`src/rtl/adc_pkg.sv`:
```
`default_nettype none
// ----------------------------------------------------------------------------
// Module      : adc_pkg
// Description : Shared constants, FSM encoding and config-word builder for the
//               serial SAR ADC scan sequencer.
// Revision    : 1.0 - initial release
// ----------------------------------------------------------------------------
package adc_pkg;

    localparam int NUM_CH = 8;
    localparam int CFG_W  = 6;

    // Bit positions inside the 6-bit config word (bit 5 is shifted first)
    localparam int CFG_BIT_SD  = 5;
    localparam int CFG_BIT_OS  = 4;
    localparam int CFG_BIT_S1  = 3;
    localparam int CFG_BIT_S0  = 2;
    localparam int CFG_BIT_UNI = 1;
    localparam int CFG_BIT_SLP = 0;

    typedef enum logic [1:0] {
        ST_IDLE  = 2'd0,
        ST_CONV  = 2'd1,
        ST_SHIFT = 2'd2,
        ST_GAP   = 2'd3
    } adc_state_e;

    function automatic logic [CFG_W-1:0] cfg_word(input logic [2:0] ch, input logic unipolar);
        logic [CFG_W-1:0] w;
        w              = '0;
        w[CFG_BIT_SD]  = 1'b1;
        w[CFG_BIT_OS]  = ch[0];
        w[CFG_BIT_S1]  = ch[2];
        w[CFG_BIT_S0]  = ch[1];
        w[CFG_BIT_UNI] = unipolar;
        w[CFG_BIT_SLP] = 1'b0;
        return w;
    endfunction

endpackage
`default_nettype wire

```
`src/rtl/adc_serial_shifter.sv`:
```
`default_nettype none
// ----------------------------------------------------------------------------
// Module      : adc_serial_shifter
// Description : SCK phase generator with combined SDI config shift-out and SDO
//               capture; start loads the config, done flags the last SDO bit.
// Revision    : 1.0 - initial release
// ----------------------------------------------------------------------------
module adc_serial_shifter
    import adc_pkg::*;
#(
    parameter int DATA_W = 12
) (
    input  logic              clk,
    input  logic              rst,
    input  logic              i_start,
    input  logic [CFG_W-1:0]  i_cfg,
    input  logic              i_sdo,
    output logic              o_sck,
    output logic              o_sdi,
    output logic              o_done,
    output logic [DATA_W-1:0] o_data
);

    localparam int c_CNT_W = $clog2(2 * DATA_W);
    localparam logic [c_CNT_W-1:0] c_LAST = c_CNT_W'(2 * DATA_W - 1);

    logic               r_active_q, w_active_d;
    logic [c_CNT_W-1:0] r_cnt_q,    w_cnt_d;
    logic [CFG_W-1:0]   r_tx_q,     w_tx_d;
    logic [DATA_W-2:0]  r_rx_q,     w_rx_d;
    logic               r_sck_q,    w_sck_d;
    logic               r_sdi_q,    w_sdi_d;
    logic               w_last;

    assign w_last = r_active_q && (r_cnt_q == c_LAST);

    // Even steps drive SCK low and present the next SDI bit; odd steps raise
    // SCK and capture SDO on that same edge.
    always_comb begin
        w_active_d = r_active_q;
        w_cnt_d    = r_cnt_q;
        w_tx_d     = r_tx_q;
        w_rx_d     = r_rx_q;
        w_sck_d    = 1'b0;
        w_sdi_d    = 1'b0;
        if (i_start) begin
            w_active_d = 1'b1;
            w_cnt_d    = '0;
            w_tx_d     = i_cfg;
            w_rx_d     = '0;
        end else if (r_active_q) begin
            w_cnt_d = r_cnt_q + 1'b1;
            if (w_last) begin
                w_active_d = 1'b0;
            end
            if (!r_cnt_q[0]) begin
                w_sdi_d = r_tx_q[CFG_W-1];
                w_tx_d  = {r_tx_q[CFG_W-2:0], 1'b0};
            end else begin
                w_sck_d = 1'b1;
                w_sdi_d = r_sdi_q;
                w_rx_d  = {r_rx_q[DATA_W-3:0], i_sdo};
            end
        end
    end

    always_ff @(posedge clk or posedge rst) begin
        if (rst) begin
            r_active_q <= 1'b0;
            r_cnt_q    <= '0;
            r_tx_q     <= '0;
            r_rx_q     <= '0;
            r_sck_q    <= 1'b0;
            r_sdi_q    <= 1'b0;
        end else begin
            r_active_q <= w_active_d;
            r_cnt_q    <= w_cnt_d;
            r_tx_q     <= w_tx_d;
            r_rx_q     <= w_rx_d;
            r_sck_q    <= w_sck_d;
            r_sdi_q    <= w_sdi_d;
        end
    end

    assign o_sck  = r_sck_q;
    assign o_sdi  = r_sdi_q;
    assign o_done = w_last;
    assign o_data = {r_rx_q, i_sdo};

endmodule
`default_nettype wire

```
`src/rtl/adc_scan_sequencer.sv`:
```
`default_nettype none
// ----------------------------------------------------------------------------
// Module      : adc_scan_sequencer
// Description : Round-robin frame engine for an 8-channel serial SAR ADC with
//               pipelined channel config and tagged single-cycle results.
// Revision    : 1.0 - initial release
// ----------------------------------------------------------------------------
module adc_scan_sequencer
    import adc_pkg::*;
#(
    parameter int DATA_W       = 12,
    parameter int CONV_CYCLES  = 2,
    parameter int FRAME_CYCLES = 40,
    parameter bit UNIPOLAR     = 1'b1
) (
    input  logic              clk,
    input  logic              reset,
    input  logic              enable,
    input  logic [NUM_CH-1:0] ch_mask,
    output logic              adc_convst,
    output logic              adc_sck,
    output logic              adc_sdi,
    input  logic              adc_sdo,
    output logic              sample_valid,
    output logic [DATA_W-1:0] sample_data,
    output logic [2:0]        sample_ch,
    output logic              busy
);

    localparam int c_CNT_W = $clog2(FRAME_CYCLES);
    localparam logic [c_CNT_W-1:0] c_CONV_LAST  = c_CNT_W'(CONV_CYCLES - 1);
    localparam logic [c_CNT_W-1:0] c_SHIFT_LAST = c_CNT_W'(CONV_CYCLES + 2 * DATA_W - 1);
    localparam logic [c_CNT_W-1:0] c_FRAME_LAST = c_CNT_W'(FRAME_CYCLES - 1);

    localparam logic [1:0] c_IDLE  = 2'(ST_IDLE);
    localparam logic [1:0] c_CONV  = 2'(ST_CONV);
    localparam logic [1:0] c_SHIFT = 2'(ST_SHIFT);
    localparam logic [1:0] c_GAP   = 2'(ST_GAP);

    generate
        if (FRAME_CYCLES < CONV_CYCLES + 2 * DATA_W + 1) begin : g_frame_check
            $error("FRAME_CYCLES too small for CONV_CYCLES + 2*DATA_W + 1");
        end
    endgenerate

    // Lowest set mask bit at or after 'start', wrapping; the caller guarantees mask != 0.
    function automatic logic [2:0] f_next_ch(input logic [NUM_CH-1:0] mask,
                                             input logic [2:0] start);
        logic [2:0] idx;
        f_next_ch = start;
        for (int i = NUM_CH - 1; i >= 0; i--) begin
            idx = start + 3'(i);
            if (mask[idx]) f_next_ch = idx;
        end
    endfunction

    logic [1:0]         r_state_q,  w_state_d;
    logic [c_CNT_W-1:0] r_cnt_q,    w_cnt_d;
    logic [2:0]         r_cur_ch_q, w_cur_ch_d;
    logic [2:0]         r_tag_ch_q, w_tag_ch_d;
    logic               r_prime_q,  w_prime_d;
    logic               r_valid_q,  w_valid_d;
    logic [DATA_W-1:0]  r_data_q,   w_data_d;
    logic [2:0]         r_sch_q,    w_sch_d;

    logic              w_frame_go;
    logic              w_shift_start;
    logic              w_shift_done;
    logic [DATA_W-1:0] w_shift_data;

    assign w_frame_go    = enable && (|ch_mask);
    assign w_shift_start = (r_state_q == c_CONV) && (r_cnt_q == c_CONV_LAST);

    always_comb begin
        w_state_d  = r_state_q;
        w_cnt_d    = r_cnt_q;
        w_cur_ch_d = r_cur_ch_q;
        w_tag_ch_d = r_tag_ch_q;
        w_prime_d  = r_prime_q;
        case (r_state_q)
            c_IDLE: begin
                if (w_frame_go) begin
                    w_state_d  = c_CONV;
                    w_cnt_d    = '0;
                    w_prime_d  = 1'b1;
                    w_cur_ch_d = f_next_ch(ch_mask, 3'd0);
                end
            end
            c_CONV: begin
                w_cnt_d = r_cnt_q + 1'b1;
                if (r_cnt_q == c_CONV_LAST) w_state_d = c_SHIFT;
            end
            c_SHIFT: begin
                w_cnt_d = r_cnt_q + 1'b1;
                if (r_cnt_q == c_SHIFT_LAST) w_state_d = c_GAP;
            end
            c_GAP: begin
                if (r_cnt_q == c_FRAME_LAST) begin
                    w_cnt_d = '0;
                    if (w_frame_go) begin
                        // The channel configured this frame converts next frame.
                        w_state_d  = c_CONV;
                        w_prime_d  = 1'b0;
                        w_tag_ch_d = r_cur_ch_q;
                        w_cur_ch_d = f_next_ch(ch_mask, r_cur_ch_q + 3'd1);
                    end else begin
                        w_state_d  = c_IDLE;
                        w_cur_ch_d = '0;
                    end
                end else begin
                    w_cnt_d = r_cnt_q + 1'b1;
                end
            end
            default: begin
                w_state_d = c_IDLE;
                w_cnt_d   = '0;
            end
        endcase
    end

    always_comb begin
        w_valid_d = w_shift_done && !r_prime_q;
        w_data_d  = w_valid_d ? w_shift_data : r_data_q;
        w_sch_d   = w_valid_d ? r_tag_ch_q   : r_sch_q;
    end

    always_ff @(posedge clk or posedge reset) begin
        if (reset) begin
            r_state_q  <= c_IDLE;
            r_cnt_q    <= '0;
            r_cur_ch_q <= '0;
            r_tag_ch_q <= '0;
            r_prime_q  <= 1'b0;
            r_valid_q  <= 1'b0;
            r_data_q   <= '0;
            r_sch_q    <= '0;
        end else begin
            r_state_q  <= w_state_d;
            r_cnt_q    <= w_cnt_d;
            r_cur_ch_q <= w_cur_ch_d;
            r_tag_ch_q <= w_tag_ch_d;
            r_prime_q  <= w_prime_d;
            r_valid_q  <= w_valid_d;
            r_data_q   <= w_data_d;
            r_sch_q    <= w_sch_d;
        end
    end

    adc_serial_shifter #(
        .DATA_W (DATA_W)
    ) u_shifter (
        .clk     (clk),
        .rst     (reset),
        .i_start (w_shift_start),
        .i_cfg   (cfg_word(r_cur_ch_q, UNIPOLAR)),
        .i_sdo   (adc_sdo),
        .o_sck   (adc_sck),
        .o_sdi   (adc_sdi),
        .o_done  (w_shift_done),
        .o_data  (w_shift_data)
    );

    assign adc_convst   = (r_state_q == c_CONV);
    assign busy         = (r_state_q != c_IDLE);
    assign sample_valid = r_valid_q;
    assign sample_data  = r_data_q;
    assign sample_ch    = r_sch_q;

endmodule
`default_nettype wire
```
`config.mk`:
```
export PLATFORM = sky130hd
export DESIGN_NAME = adc_scan_sequencer
export DESIGN_NICKNAME = d
export VERILOG_FILES = /design/src/rtl/adc_pkg.sv /design/src/rtl/adc_serial_shifter.sv /design/src/rtl/adc_scan_sequencer.sv
export SDC_FILE = /design/constraint.sdc
export NUM_CORES = 1
export LEC_CHECK = 0
export ABC_AREA = 1
export CORE_ASPECT_RATIO = 0.8
export CORE_MARGIN = 5
export CORE_UTILIZATION = 45
export CTS_CLUSTER_SIZE = 16
export DETAILED_ROUTE_END_ITERATION = 8
export GPL_TIMING_DRIVEN = 0
export HOLD_SLACK_MARGIN = 0.12
export PLACE_DENSITY_LB_ADDON = 0.2
export SLEW_MARGIN = 20
export SYNTH_ARGS = -nofsm -noshare
export SYNTH_HDL_FRONTEND = slang
export SYNTH_SLANG_ARGS = --single-unit
```
`constraint.sdc`:
```
create_clock -name clk -period 2.3 [get_ports clk]
set_input_delay 0.69 -clock clk [delete_from_list [all_inputs] [get_ports clk]]
set_output_delay 0.69 -clock clk [all_outputs]
set_load 0.02 [all_outputs]
```
Word-level counts from Yosys, hierarchy flattened:

Index checks and enable logic that the tools add are counted.
W data, S select, Z words.

* register bits after elaboration: 56
* input bits: 12
* word-level logic and storage cells: 130

* add/sub/neg operators: 10
* order comparisons: 8
* equal/unequal tests: 14
* mux-type cells: 66
* reductions and logical operators: 18

Operator list (count)
* $mux W3: 19
* $mux W11: 3
* $lt A3 B4 Y1 const B: 8
* $mux W6: 5
* $bmux W1 S3: 8
* $mux W1: 21
* $pmux W6 S3: 1
* $add A3 B3 Y3 const B: 4
* $mux W5: 2
* $mux W2: 4
* $ne A2 B2 Y1 const B: 4
* $pmux W2 S4: 1
* $reduce_and A4 Y1: 2
* $reduce_bool A2 Y1: 4
* $reduce_or A8 Y1: 1
* $add A3 B1 Y3 const B: 2
* $add A3 B2 Y3 const B: 2
* $add A6 B1 Y6 const B: 1
* $eq A6 B1 Y1 const B: 1
* $eq A6 B5 Y1 const B: 1
* $eq A6 B6 Y1 const B: 1
* $pmux W3 S2: 1
* $reduce_and A3 Y1: 2
* $add A5 B1 Y5 const B: 1
* 11 further kinds: 17

Depth between registers and ports, before layout:

Gate-level depths: netlist of run 1.

* depth after elaboration: 15
* depth in mapped cells: 20

Modules after synthesis:

Synthesis of run 1 repeated with hierarchy kept, for this count alone.

* cell total of the unflattened synthesis: 459
* area, all modules: 3368.2 um^2

By module, submodules not included
* adc_scan_sequencer: times used 1, cells each 333, area each 2287.2 um^2
* adc_serial_shifter: times used 1, cells each 126, area each 1081.0 um^2

Least setup slack after synthesis of run 1:

OpenSTA, ideal clock, no wires.

* path kind: register to register
* start point: reg r_cur_ch_q[0]
* end point: reg r_cur_ch_q[0]
* setup time: 120 ps
* arrival: 1968 ps
* data required time: 2180 ps
* setup slack: 211 ps
* cell stages (with the launch flop): 17
* path buffers: 2
* clock period less this slack: 2089 ps
* cells stage by stage: dfrtp_1 > inv_2 > buf_6 > ha_1 > buf_4 > nand2_2 > nand2_2 > nand2_1 > nand2_1 > nand2_1 > nand2_1 > inv_1 > nor2_1 > o211ai_1 > nand2_1 > o21ai_0 > nand2_1

* cells in the longest elaborated chain, start to end: 15
* elaborated cells on any way between the ends: 35
* classes of those cells: add/sub: 8; mux: 27

RTL lines
* from (decl): RTL line adc_scan_sequencer.sv:59 `logic [2:0] r_cur_ch_q, w_cur_ch_d;`
* from (signal assigned): RTL line adc_scan_sequencer.sv:140 `r_cur_ch_q <= w_cur_ch_d;`
* $add A3 B1 Y3 *: RTL line adc_scan_sequencer.sv:105 `w_cur_ch_d = f_next_ch(ch_mask, r_cur_ch_q + 3'd1);`
* $add A3 B3 Y3: RTL line adc_scan_sequencer.sv:52 `idx = start + 3'(i);`
* $bmux W1 S3: RTL line adc_scan_sequencer.sv:53 `if (mask[idx]) f_next_ch = idx;`
* $mux W1 (not written as such): RTL line adc_scan_sequencer.sv:53
* $mux W3 (7 in series): RTL line adc_scan_sequencer.sv:53
* $mux W3 *: RTL line adc_scan_sequencer.sv:53
* $mux W3 *: RTL line adc_scan_sequencer.sv:100 `if (w_frame_go) begin`
* $mux W3 *: RTL line adc_scan_sequencer.sv:98 `if (r_cnt_q == c_FRAME_LAST) begin`
* $pmux W3 S2 *: RTL line adc_scan_sequencer.sv:80 `case (r_state_q)`

Mark *: on every way between the ends. The rest lies on a longest branch, timed or not. The select of a mux whose other input is x is not followed.
A chain may end at the register's enable or synchronous reset.

Worst setup path after layout of run 1:

* start point: reg r_state_q[1]
* end point: out busy

* cells in the longest elaborated chain, start to end: 1

RTL lines
* from (decl): RTL line adc_scan_sequencer.sv:57 `logic [1:0] r_state_q, w_state_d;`
* from (signal assigned): RTL line adc_scan_sequencer.sv:129 `r_state_q <= c_IDLE;`
* from (signal assigned): RTL line adc_scan_sequencer.sv:138 `r_state_q <= w_state_d;`
* $reduce_bool A2 Y1: RTL line adc_scan_sequencer.sv:164 `assign busy = (r_state_q != c_IDLE);`
* to (decl): RTL line adc_scan_sequencer.sv:27 `output logic busy`

No other way between the ends.

==> results.json, run 1 <==
{
  "outcome": "finished, final reports clean",
  "finalNetCount": 514,
  "synth_top_area_cell": "dfrtp_1",
  "grt_pass1_vias": 2599,
  "die_w_um": 104,
  "async_flop_share": 1.00,
  "dr.pass1.iters": 4,
  "fin_skew_ps": 12.8,
  "final_cell_mix": "nand2_1, dfrtp_1, inv_1, o21ai_0, nor2_1",
  "synth_flop_cell": "dfrtp_1",
  "min_period_over_period": 0.962,
  "synth_edf_count": 0,
  "place_inst": 562,
  "setup_tns_ps": 0,
  "yosys-top-cells-area": "dfrtp_1, nand2_1, inv_1, o21ai_0, nor2_1",
  "core_area_mm2": 0.00689,
  "holdWs_ps": 489,
  "wl_um": 7150,
  "fillerInstances": 661,
  "crit_path_end_kind": "output pin",
  "regArea_mm2": 0.00138,
  "grt_pass1_wl_um": 12100,
  "critPathKind": "reg2out",
  "dp_hpwl_um": 5190,
  "slew_headroom": 0.561,
  "fmax_mhz": 452,
  "avgSynthCellArea_um2": 7.17,
  "cts_num_sinks": 55,
  "vias_per_cell": 5.02,
  "wl_per_cell_um": 12.3,
  "vdd_ir_drop_max_mv": 0.648,
  "drt-initial-drc-count": 212,
  "finalHoldViolCount": 0,
  "stdcell_area_mm2": 0.00399,
  "multiInputGateArea_mm2": 0.00171,
  "drv_slew": 0,
  "via_count": 2909,
  "cts_made_buffers": 5,
  "synth_area_mm2": 0.00318,
  "setup_viol": 0,
  "clockRootBuffer": "clkbuf_8",
  "yosysSeqAreaShare": 0.433,
  "arrival_ps": 1520,
  "grt_max_degree": 56,
  "route.detailed.drc": 0,
  "netlist_instances": 444,
  "place.gp.congestion": 0.903,
  "synth.lib_cells_used.distinct": 31,
  "powerDensity_mw_per_mm2": 1590,
  "drive_gt1_frac": 0.150,
  "power_leakage_nw": 2.04,
  "syn_to_final_growth_pct": 25.3,
  "synth_nets": 466,
  "clk_latency_ps": 310,
  "critPathMaxFanout": 5,
  "synth.top_cell.area_share": 0.433,
  "ant_nets": 0,
  "maxCapViolCount": 0,
  "dpl_cell_area_mm2": 0.00360,
  "antenna_found_initial": 0,
  "die_area_mm2": 0.00886,
  "period_minus_slack_ps": 2210,
  "grt-ovfl-total": 0,
  "start_kind": "flop",
  "diodes": 0,
  "clockBufferDepth": 2,
  "postCtsHoldBufs": 0,
  "required_ps": 1610,
  "cts_max_level": 2,
  "start_util": 0.462,
  "yosys_warnings": 0,
  "tightestPinTransition_ps": 658,
  "rows": 27,
  "final_cells": 580,
  "synth.ff_latch_count": 55,
  "cts_tree": "done",
  "ioPinCount": 32,
  "die_y_um": 85.2,
  "min_path_type": "reg2reg",
  "grt_usage": 0.161,
  "clk_pin_slew_ps": 100,
  "final_common_cell": "nand2_1",
  "io_buffers": 31
}
[critical path, cell delays in order (launching register included)]
cell,delay [ps]
dfrtp_1,420
inv_1,110
ha_1,200
inv_1,130
dlygate4sd2_1,350
[cell usage after synthesis (2+ instances only)]
cell type,instances
buf_2,4
inv_2,2
nand4_1,2
inv_1,57
o22ai_1,12
clkbuf_1,4
ha_1,10
nand2_1,150
nor3b_1,2
nor2_1,34
dfrtp_1,55
buf_6,2
o21ai_0,35
a21oi_1,17
nor3_1,6
buf_4,2
a31oi_1,6
nand2_2,8
nand3_1,23
o2111ai_1,2
[layer usage]
metal	share of wire	wire, um	track usage	vias to the layer above
li1	-	-	-	1512
met1	0.50	3600	0.244	1322
met2	0.43	3090	0.239	70
met3	0.060	427	0.0327	5
met4	0.0050	36	0.0329	0
met5	0	0	0	-
[path summary, 6_finish.rpt]
check / start / end / slack (ps) / depth (start not counted)
worst max-delay path: r_state_q[1] / busy / 90 / 4
worst min-delay path: sample_data[2] / sample_data[2] / 490 / 2
worst max register to register: r_cur_ch_q[0] / r_cur_ch_q[0] / 130 / 20
worst min register to register: sample_data[2] / sample_data[2] / 490 / 2
max in group asynchronous: reset / r_cnt_q[0] / 1020 / 2
min in group asynchronous: reset / u_shifter.o_sck / 820 / 2
[per-stage QoR]
stage | power, mW | setup WS [ps] | utilization
floorplan | 4.13 | 211 | -
global placement | 4.91 | -748 | 0.523
detailed placement | 5.00 | -394 | 0.523
CTS | 5.66 | 12.0 | 0.543
global route | 6.94 | -2.47 | 0.579
finish | 6.33 | 88.2 | 0.579
[layout make-up]
cell class	instances	share of cell area
multi-input cells	317	0.428
flip-flops and latches	55	0.345
well taps	87	0.0273
inverters	60	0.0590
clock inverters	2	0.00408
clock buffers	6	0.0182
repair buffers	41	0.0985
plain buffers	12	0.0201
[timing repair]
action | in CTS | in global routing
setup endpoints to repair | 7 | 11
buffers inserted | 4 | 7
resized for setup | 10 | 55
pin swaps | 0 | 22
[where the power goes]
group          switching [mW]  total (mW)  leakage (nW)  internal [mW]
registers               0.193        1.52         0.711           1.33
logic                    2.63        4.27          1.29           1.64
clock network           0.316       0.536        0.0418          0.220
total                    3.14        6.33          2.04           3.19
[state kept, by name (all words and copies together), names as in the netlist, 2 cells and up]
signal             count
sample_data           12
u_shifter.r_tx_q       5
sample_ch              3
r_cnt_q                6
r_cur_ch_q             3
u_shifter.r_rx_q      11
u_shifter.r_cnt_q      5
r_state_q              2
r_tag_ch_q             3
[logic make-up after synthesis]
group / after synthesis / synth area share
xor gates and xnor gates: 2 / 0.00551
AOI/OAI and AO/OA: 76 / 0.132
buffers and inverters: 72 / 0.0944
and+or+nand+nor: 229 / 0.297
adders and majority gates: 10 / 0.0393
DFF: 55 / 0.433
No activity file was read; power rests on OpenSTA's default activity.
==> inputs of run 2 (changes only) <==
--- a/config.mk
+++ b/config.mk
@@ -5,7 +5,6 @@
 export SDC_FILE = /design/constraint.sdc
 export NUM_CORES = 1
 export LEC_CHECK = 0
-export ABC_AREA = 1
 export CORE_ASPECT_RATIO = 0.8
 export CORE_MARGIN = 5
 export CORE_UTILIZATION = 45
@@ -14,6 +13,7 @@
 export GPL_TIMING_DRIVEN = 0
 export HOLD_SLACK_MARGIN = 0.12
 export PLACE_DENSITY_LB_ADDON = 0.2
+export SKIP_LAST_GASP = 1
 export SLEW_MARGIN = 20
 export SYNTH_ARGS = -nofsm -noshare
 export SYNTH_HDL_FRONTEND = slang
==> run 2 against run 1 <==
  * The flow now finishes with violations (setup timing)
  * Cell count shrank 20%
  * Synthesized cell count shrank 27%
  * Maximum frequency decreased by 19%
  * Die area is 5.5% higher
  * Core utilization is 2.3 points lower
  * Critical path type is now reg2reg
  * Largest cell class unchanged
==> results.json, run 2 <==
{
  "ioPinCount": 32,
  "period_minus_slack_ps": 2740,
  "finalHoldViolCount": 0,
  "fin_skew_ps": 10.5,
  "start_util": 0.459,
  "dpl_cell_area_mm2": 0.00382,
  "powerDensity_mw_per_mm2": 1310,
  "drive_gt1_frac": 0.214,
  "syn_to_final_growth_pct": 21.0,
  "drv_slew": 0,
  "diodes": 0,
  "regArea_mm2": 0.00138,
  "hold_depth": 1,
  "violations": "setup timing",
  "maxCapViolCount": 0,
  "required_ps": 2510,
  "synth_area_mm2": 0.00338,
  "setup_ws_ps": -438,
  "grt_usage": 0.166,
  "ant_nets": 0,
  "yosys-top-cells-area": "dfrtp_1, mux2_2, mux4_2, mux2i_1, nand2_1",
  "fmax_mhz": 365,
  "crit_slowest_cell": "mux4_2",
  "fin_util": 0.555,
  "core_area_mm2": 0.00736,
  "grt_pass1_vias": 2538,
  "ff2ff_setup_slack_ps": -440,
  "min_period_over_period": 1.19,
  "cts_num_sinks": 55,
  "dr.pass1.iters": 4,
  "power_leakage_nw": 1.79,
  "grt_use_met2": 0.245,
  "cts_tree": "done",
  "grt_pass1_wl_um": 12400,
  "place_inst": 445,
  "fillerInstances": 666,
  "synth.lib_cells_used.distinct": 57,
  "antenna_found_initial": 0,
  "finalNetCount": 395,
  "synth_top_area_cell": "dfrtp_1",
  "stdcell_area_mm2": 0.00409,
  "critPathMaxStageDelay_ps": 560,
  "grt_max_degree": 56,
  "final_cells": 464,
  "yosysSeqAreaShare": 0.408,
  "crit_path_end_kind": "flop",
  "final_common_cell": "dfrtp_1",
  "die_area_mm2": 0.00935,
  "io_buffers": 31,
  "rsz0062_at_grt": "yes",
  "clockRootBuffer": "clkbuf_8",
  "setup_viol": 7,
  "cts_made_buffers": 5,
  "setup_tns_ps": -1340,
  "final_cell_mix": "dfrtp_1, nand2_1, clkdlybuf4s50_1, nor2_1",
  "grt-ovfl-total": 0,
  "yosys_warnings": 0,
  "reg2reg_depth": 10,
  "arrival_ps": 2950,
  "avgSynthCellArea_um2": 10.4,
  "critPathKind": "reg2reg",
  "power_mw": 5.34,
  "start_kind": "flop",
  "cts_max_level": 2,
  "dp_hpwl_um": 5140,
  "hold_start": "u_shifter.r_tx_q[1]",
  "die_y_um": 87.5,
  "synth.ff_latch_count": 55,
  "vias_per_cell": 5.70,
  "min_path_type": "reg2reg",
  "multiInputGateArea_mm2": 0.00193,
  "synth.most_common_cell": "dfrtp_1",
  "synth.top_cell.area_share": 0.408,
  "path_cells": "buf_6 -> clkinvlp_4 -> ha_4 -> buf_8 -> mux4_2 -> mux2_4 -> a211o_1 -> a31oi_1 -> o21ai_1 -> a31o_1",
  "largest_reg_flops": 12,
  "rows": 28,
  "hold_end": "u_shifter.r_tx_q[1]",
  "tightestPinTransition_ps": 685,
  "clk_pin_slew_ps": 110,
  "top_usage_layer": "met1",
  "clockBufferDepth": 2,
  "wl_um": 7370,
  "critPathMaxFanout": 7,
  "outcome": "complete, but fails checks",
  "clk_latency_ps": 320,
  "vdd_ir_drop_max_mv": 0.441,
  "slew_headroom": 0.543,
  "met1_usage": 0.247,
  "r2r_start": "r_cur_ch_q[0]",
  "die_w_um": 107,
  "async_flop_share": 1.00,
  "synth_edf_count": 0,
  "regToRegEndpoint": "r_cur_ch_q[1]",
  "drt-initial-drc-count": 165,
  "wl_per_cell_um": 15.9,
  "gr-usage-met3": 0.0341,
  "synth_flop_cell": "dfrtp_1",
  "postCtsHoldBufs": 0,
  "netlist_instances": 324,
  "via_count": 2644,
  "route.detailed.drc": 0,
  "place.gp.congestion": 0.824,
  "synth_nets": 346,
  "netlist_top_cells_count": "dfrtp_1, nand2_1, nor2_1"
}
-- run 2: worst max path at each step --
stage | startpoint | endpoint | slack [ps] | depth (start not counted)
4_1_cts | r_cur_ch_q[0] | r_cur_ch_q[1] | -420 | 10
3_5_place_dp | ch_mask[5] | r_cur_ch_q[1] | -810 | 7
5_1_grt | r_cur_ch_q[0] | r_cur_ch_q[1] | -520 | 10
3_3_place_gp | reset | sample_ch[0] | -810 | 2
2_1_floorplan | r_cur_ch_q[0] | r_cur_ch_q[1] | -360 | 10
6_report | r_cur_ch_q[0] | r_cur_ch_q[1] | -440 | 10
-- run 2: report_power, final --
group | leakage (nW) | internal [mW] | switching [mW]
logic | 1.01 | 1.62 | 1.75
registers | 0.730 | 1.20 | 0.192
clock network | 0.0515 | 0.230 | 0.352
total | 1.79 | 3.05 | 2.29
-- run 2: cell families after synthesis --
group | after synthesis | share of synthesized area
adders and majority gates | 10 | 0.0371
AOI/OAI and AO/OA | 70 | 0.143
xor gates and xnor gates | 7 | 0.0270
and+or+nand+nor | 100 | 0.141
DFF | 55 | 0.408
muxes | 50 | 0.198
buffers and inverters | 32 | 0.0459
-- run 2: metal layers --
layer / vias up / share of wire
met1: 1297 / 0.51
met3: 12 / 0.047
li1: 1266 / -
met4: 0 / 0.015
met5: - / 0
met2: 69 / 0.43
-- run 2: critical path: cells and delay by family, from the launching register on --
kind	cells	cell delay [ps]
fa+ha+maj	1	300
compound gates	4	730
buf+inv	3	340
mux	2	880
flops	1	380
-- run 2: area by class of cell --
cell class | instances | share of cell area
buffer | 16 | 0.0248
clock buffer | 5 | 0.0168
clock inverter | 3 | 0.00827
inverter | 15 | 0.0153
multi-input combinational | 237 | 0.474
sequential | 55 | 0.337
tap | 90 | 0.0276
timing repair buffer | 43 | 0.0968
-- run 2: timing repair --
item                                    CTS  global route
pin swaps                                 4             5
setup buffers                             9             3
resized for setup                        15            16
endpoints found under the setup margin   26            38
-- run 2: per-stage QoR --
stage	hold WS [ps]	setup WS, ps
after detailed placement	471	-815
after CTS	499	-423
after global placement	465	-807
after global routing	529	-522
after floorplan	449	-357
final	495	-438
==> inputs of run 3 (changes only) <==
--- a/config.mk
+++ b/config.mk
@@ -7,7 +7,7 @@
 export LEC_CHECK = 0
 export CORE_ASPECT_RATIO = 0.8
 export CORE_MARGIN = 5
-export CORE_UTILIZATION = 45
+export CORE_UTILIZATION = 24
 export CTS_CLUSTER_SIZE = 16
 export DETAILED_ROUTE_END_ITERATION = 8
 export GPL_TIMING_DRIVEN = 0
==> run 3 against run 2 <==
  * The flow still finishes with violations (setup timing)
  * Total power grew 8.5%
  * Final area grew 6.1%
  * Sequential share of layout area decreased by 1.9 points
  * Routed wire length increased by 7.4%
  * Largest cell class unchanged
  * Highest routed layer unchanged
==> results.json, run 3 (synthesized netlist as in run 2, its figures left out) <==
{
  "drt-initial-drc-count": 135,
  "antenna_found_initial": 0,
  "required_ps": 2490,
  "start_util": 0.247,
  "outcome": "complete, but fails checks",
  "period_minus_slack_ps": 2740,
  "fin_skew_ps": 11.7,
  "power_leakage_nw": 1.87,
  "critPathMaxFanout": 5,
  "min_path_type": "reg2reg",
  "cts_tree": "done",
  "r2r_start": "r_cur_ch_q[0]",
  "crit_path_end_kind": "flop",
  "vias_per_cell": 4.76,
  "p_switching_mw": 2.42,
  "diodes": 0,
  "wl_um": 7910,
  "drv_slew": 0,
  "clk_latency_ps": 300,
  "place.gp.congestion": 0.795,
  "cts_max_level": 2,
  "tightestPinTransition_ps": 501,
  "grt_pass1_wl_um": 12800,
  "grt-ovfl-total": 0,
  "arrival_ps": 2930,
  "critPathKind": "reg2reg",
  "ff2ff_setup_slack_ps": -440,
  "reg2reg_depth": 10,
  "final_common_cell": "dfrtp_1",
  "syn_to_final_growth_pct": 28.3,
  "critPathCapture": "r_cur_ch_q[1]",
  "largest_reg_flops": 12,
  "postCtsHoldBufs": 0,
  "grt_max_degree": 40,
  "powerDensity_mw_per_mm2": 1340,
  "start_kind": "flop",
  "violations": "setup timing",
  "p_seq_frac": 0.239,
  "finalHoldViolCount": 0,
  "slew_headroom": 0.662,
  "setup_ws_ps": -443,
  "regToRegEndpoint": "r_cur_ch_q[1]",
  "cts_made_buffers": 5,
  "setup_viol": 7,
  "via_count": 2646,
  "min_period_over_period": 1.19,
  "p_comb_frac": 0.620,
  "io_buffers": 31,
  "route.detailed.drc": 0,
  "clockBufferDepth": 2,
  "crit_start": "r_cur_ch_q[0]",
  "p_int_mw": 3.38,
  "ant_nets": 0,
  "clockPowerShare": 0.141,
  "die_area_mm2": 0.0166,
  "switching_share": 0.417,
  "ioPinCount": 32,
  "power_mw": 5.80,
  "final_cell_mix": "dfrtp_1, nand2_1, nor2_1, clkdlybuf4s50_1, a21oi_1",
  "fmax_mhz": 365,
  "wl_per_cell_um": 14.2,
  "vdd_ir_drop_max_mv": 0.398,
  "die_y_um": 116,
  "cts_num_sinks": 55,
  "rows": 38,
  "die_w_um": 143,
  "drive_gt1_frac": 0.229,
  "grt_pass1_vias": 2489,
  "clockRootBuffer": "clkbuf_16",
  "maxCapViolCount": 0,
  "clk_pin_slew_ps": 80,
  "dp_hpwl_um": 5670,
  "dr.pass1.iters": 4,
  "finalNetCount": 397,
  "dpl_worst_slack_ps": -870,
  "grt_usage": 0.0964,
  "rsz0062_at_grt": "yes",
  "core_area_mm2": 0.0137
}
## run 3: cell count changes in the layout (fill, tap and decap cells not counted), sizes merged
cell | before | now
dlymetal6s2s | 0 | 1
clkbuf | 15 | 16
inv | 15 | 16
clkdlybuf4s15 | 0 | 1
buf | 19 | 21
clkinv | 2 | 1
clkdlybuf4s50 | 24 | 21
## run 3: metrics by stage
stage	hold WS [ps]	area [um^2]	std cells	util	TNS, ps
5_1_grt	518	4330	556	0.317	-1920
3_3_place_gp	470	3930	535	0.287	-66050
3_5_place_dp	475	3960	536	0.289	-10570
2_1_floorplan	449	3390	324	-	-961
4_1_cts	493	4260	553	0.311	-1500
6_report	486	4330	556	0.317	-1370
## run 3: worst max-delay path, cell delays in order, from the launching register on
cell and delay (ps):
dfrtp_1 390, buf_6 120, clkinvlp_4 90, ha_4 320, buf_8 120, mux4_2 540
mux2_4 290, a211o_1 320, a31oi_4 160, o21ai_1 70, a31o_1 210
## run 3: per-layer routing
layer | part of all wire | vias up | GRT usage
li1 | - | 1277 | -
met1 | 0.52 | 1323 | 0.143
met2 | 0.43 | 39 | 0.142
met3 | 0.038 | 7 | 0.0233
met4 | 0.010 | 0 | 0.0228
met5 | 0 | - | 0
## run 3: power by group through the flow
stage | clock (mW) | sequential, mW | combinational, mW
after floorplan | 0 | 1.37 | 2.36
after global placement | 0 | 1.41 | 2.96
after detailed placement | 0 | 1.41 | 2.99
after CTS | 0.845 | 1.39 | 3.37
after global routing | 0.885 | 1.42 | 3.93
final | 0.817 | 1.39 | 3.59
## run 3: repair_timing
item	in CTS	in global routing
gates resized for setup	19	20
endpoints found under the setup margin	17	34
setup buffers	9	3
pin swaps	4	4
cloned	1	0
## run 3: cell type report
cell class | instances | area, um^2
Inverter | 15 | 62.6
Timing Repair Buffer | 45 | 458
Tap cell | 180 | 225
Sequential cell | 55 | 1380
Multi-Input combinational cell | 237 | 1950
Buffer | 16 | 101
Clock buffer | 5 | 125
Clock inverter | 3 | 31.3
Fill cell | 1425 | 9360
## run 3: worst min path at each step
stage,startpoint,to,slack (ps),cells after the start
after floorplan,u_shifter.r_tx_q[1],u_shifter.r_tx_q[1],450,1
after global placement,u_shifter.r_tx_q[1],u_shifter.r_tx_q[1],470,1
after detailed placement,u_shifter.r_tx_q[1],u_shifter.r_tx_q[1],480,1
after CTS,u_shifter.r_tx_q[1],u_shifter.r_tx_q[1],490,1
after global routing,u_shifter.r_tx_q[1],u_shifter.r_tx_q[1],520,1
final,u_shifter.r_tx_q[1],u_shifter.r_tx_q[1],490,1
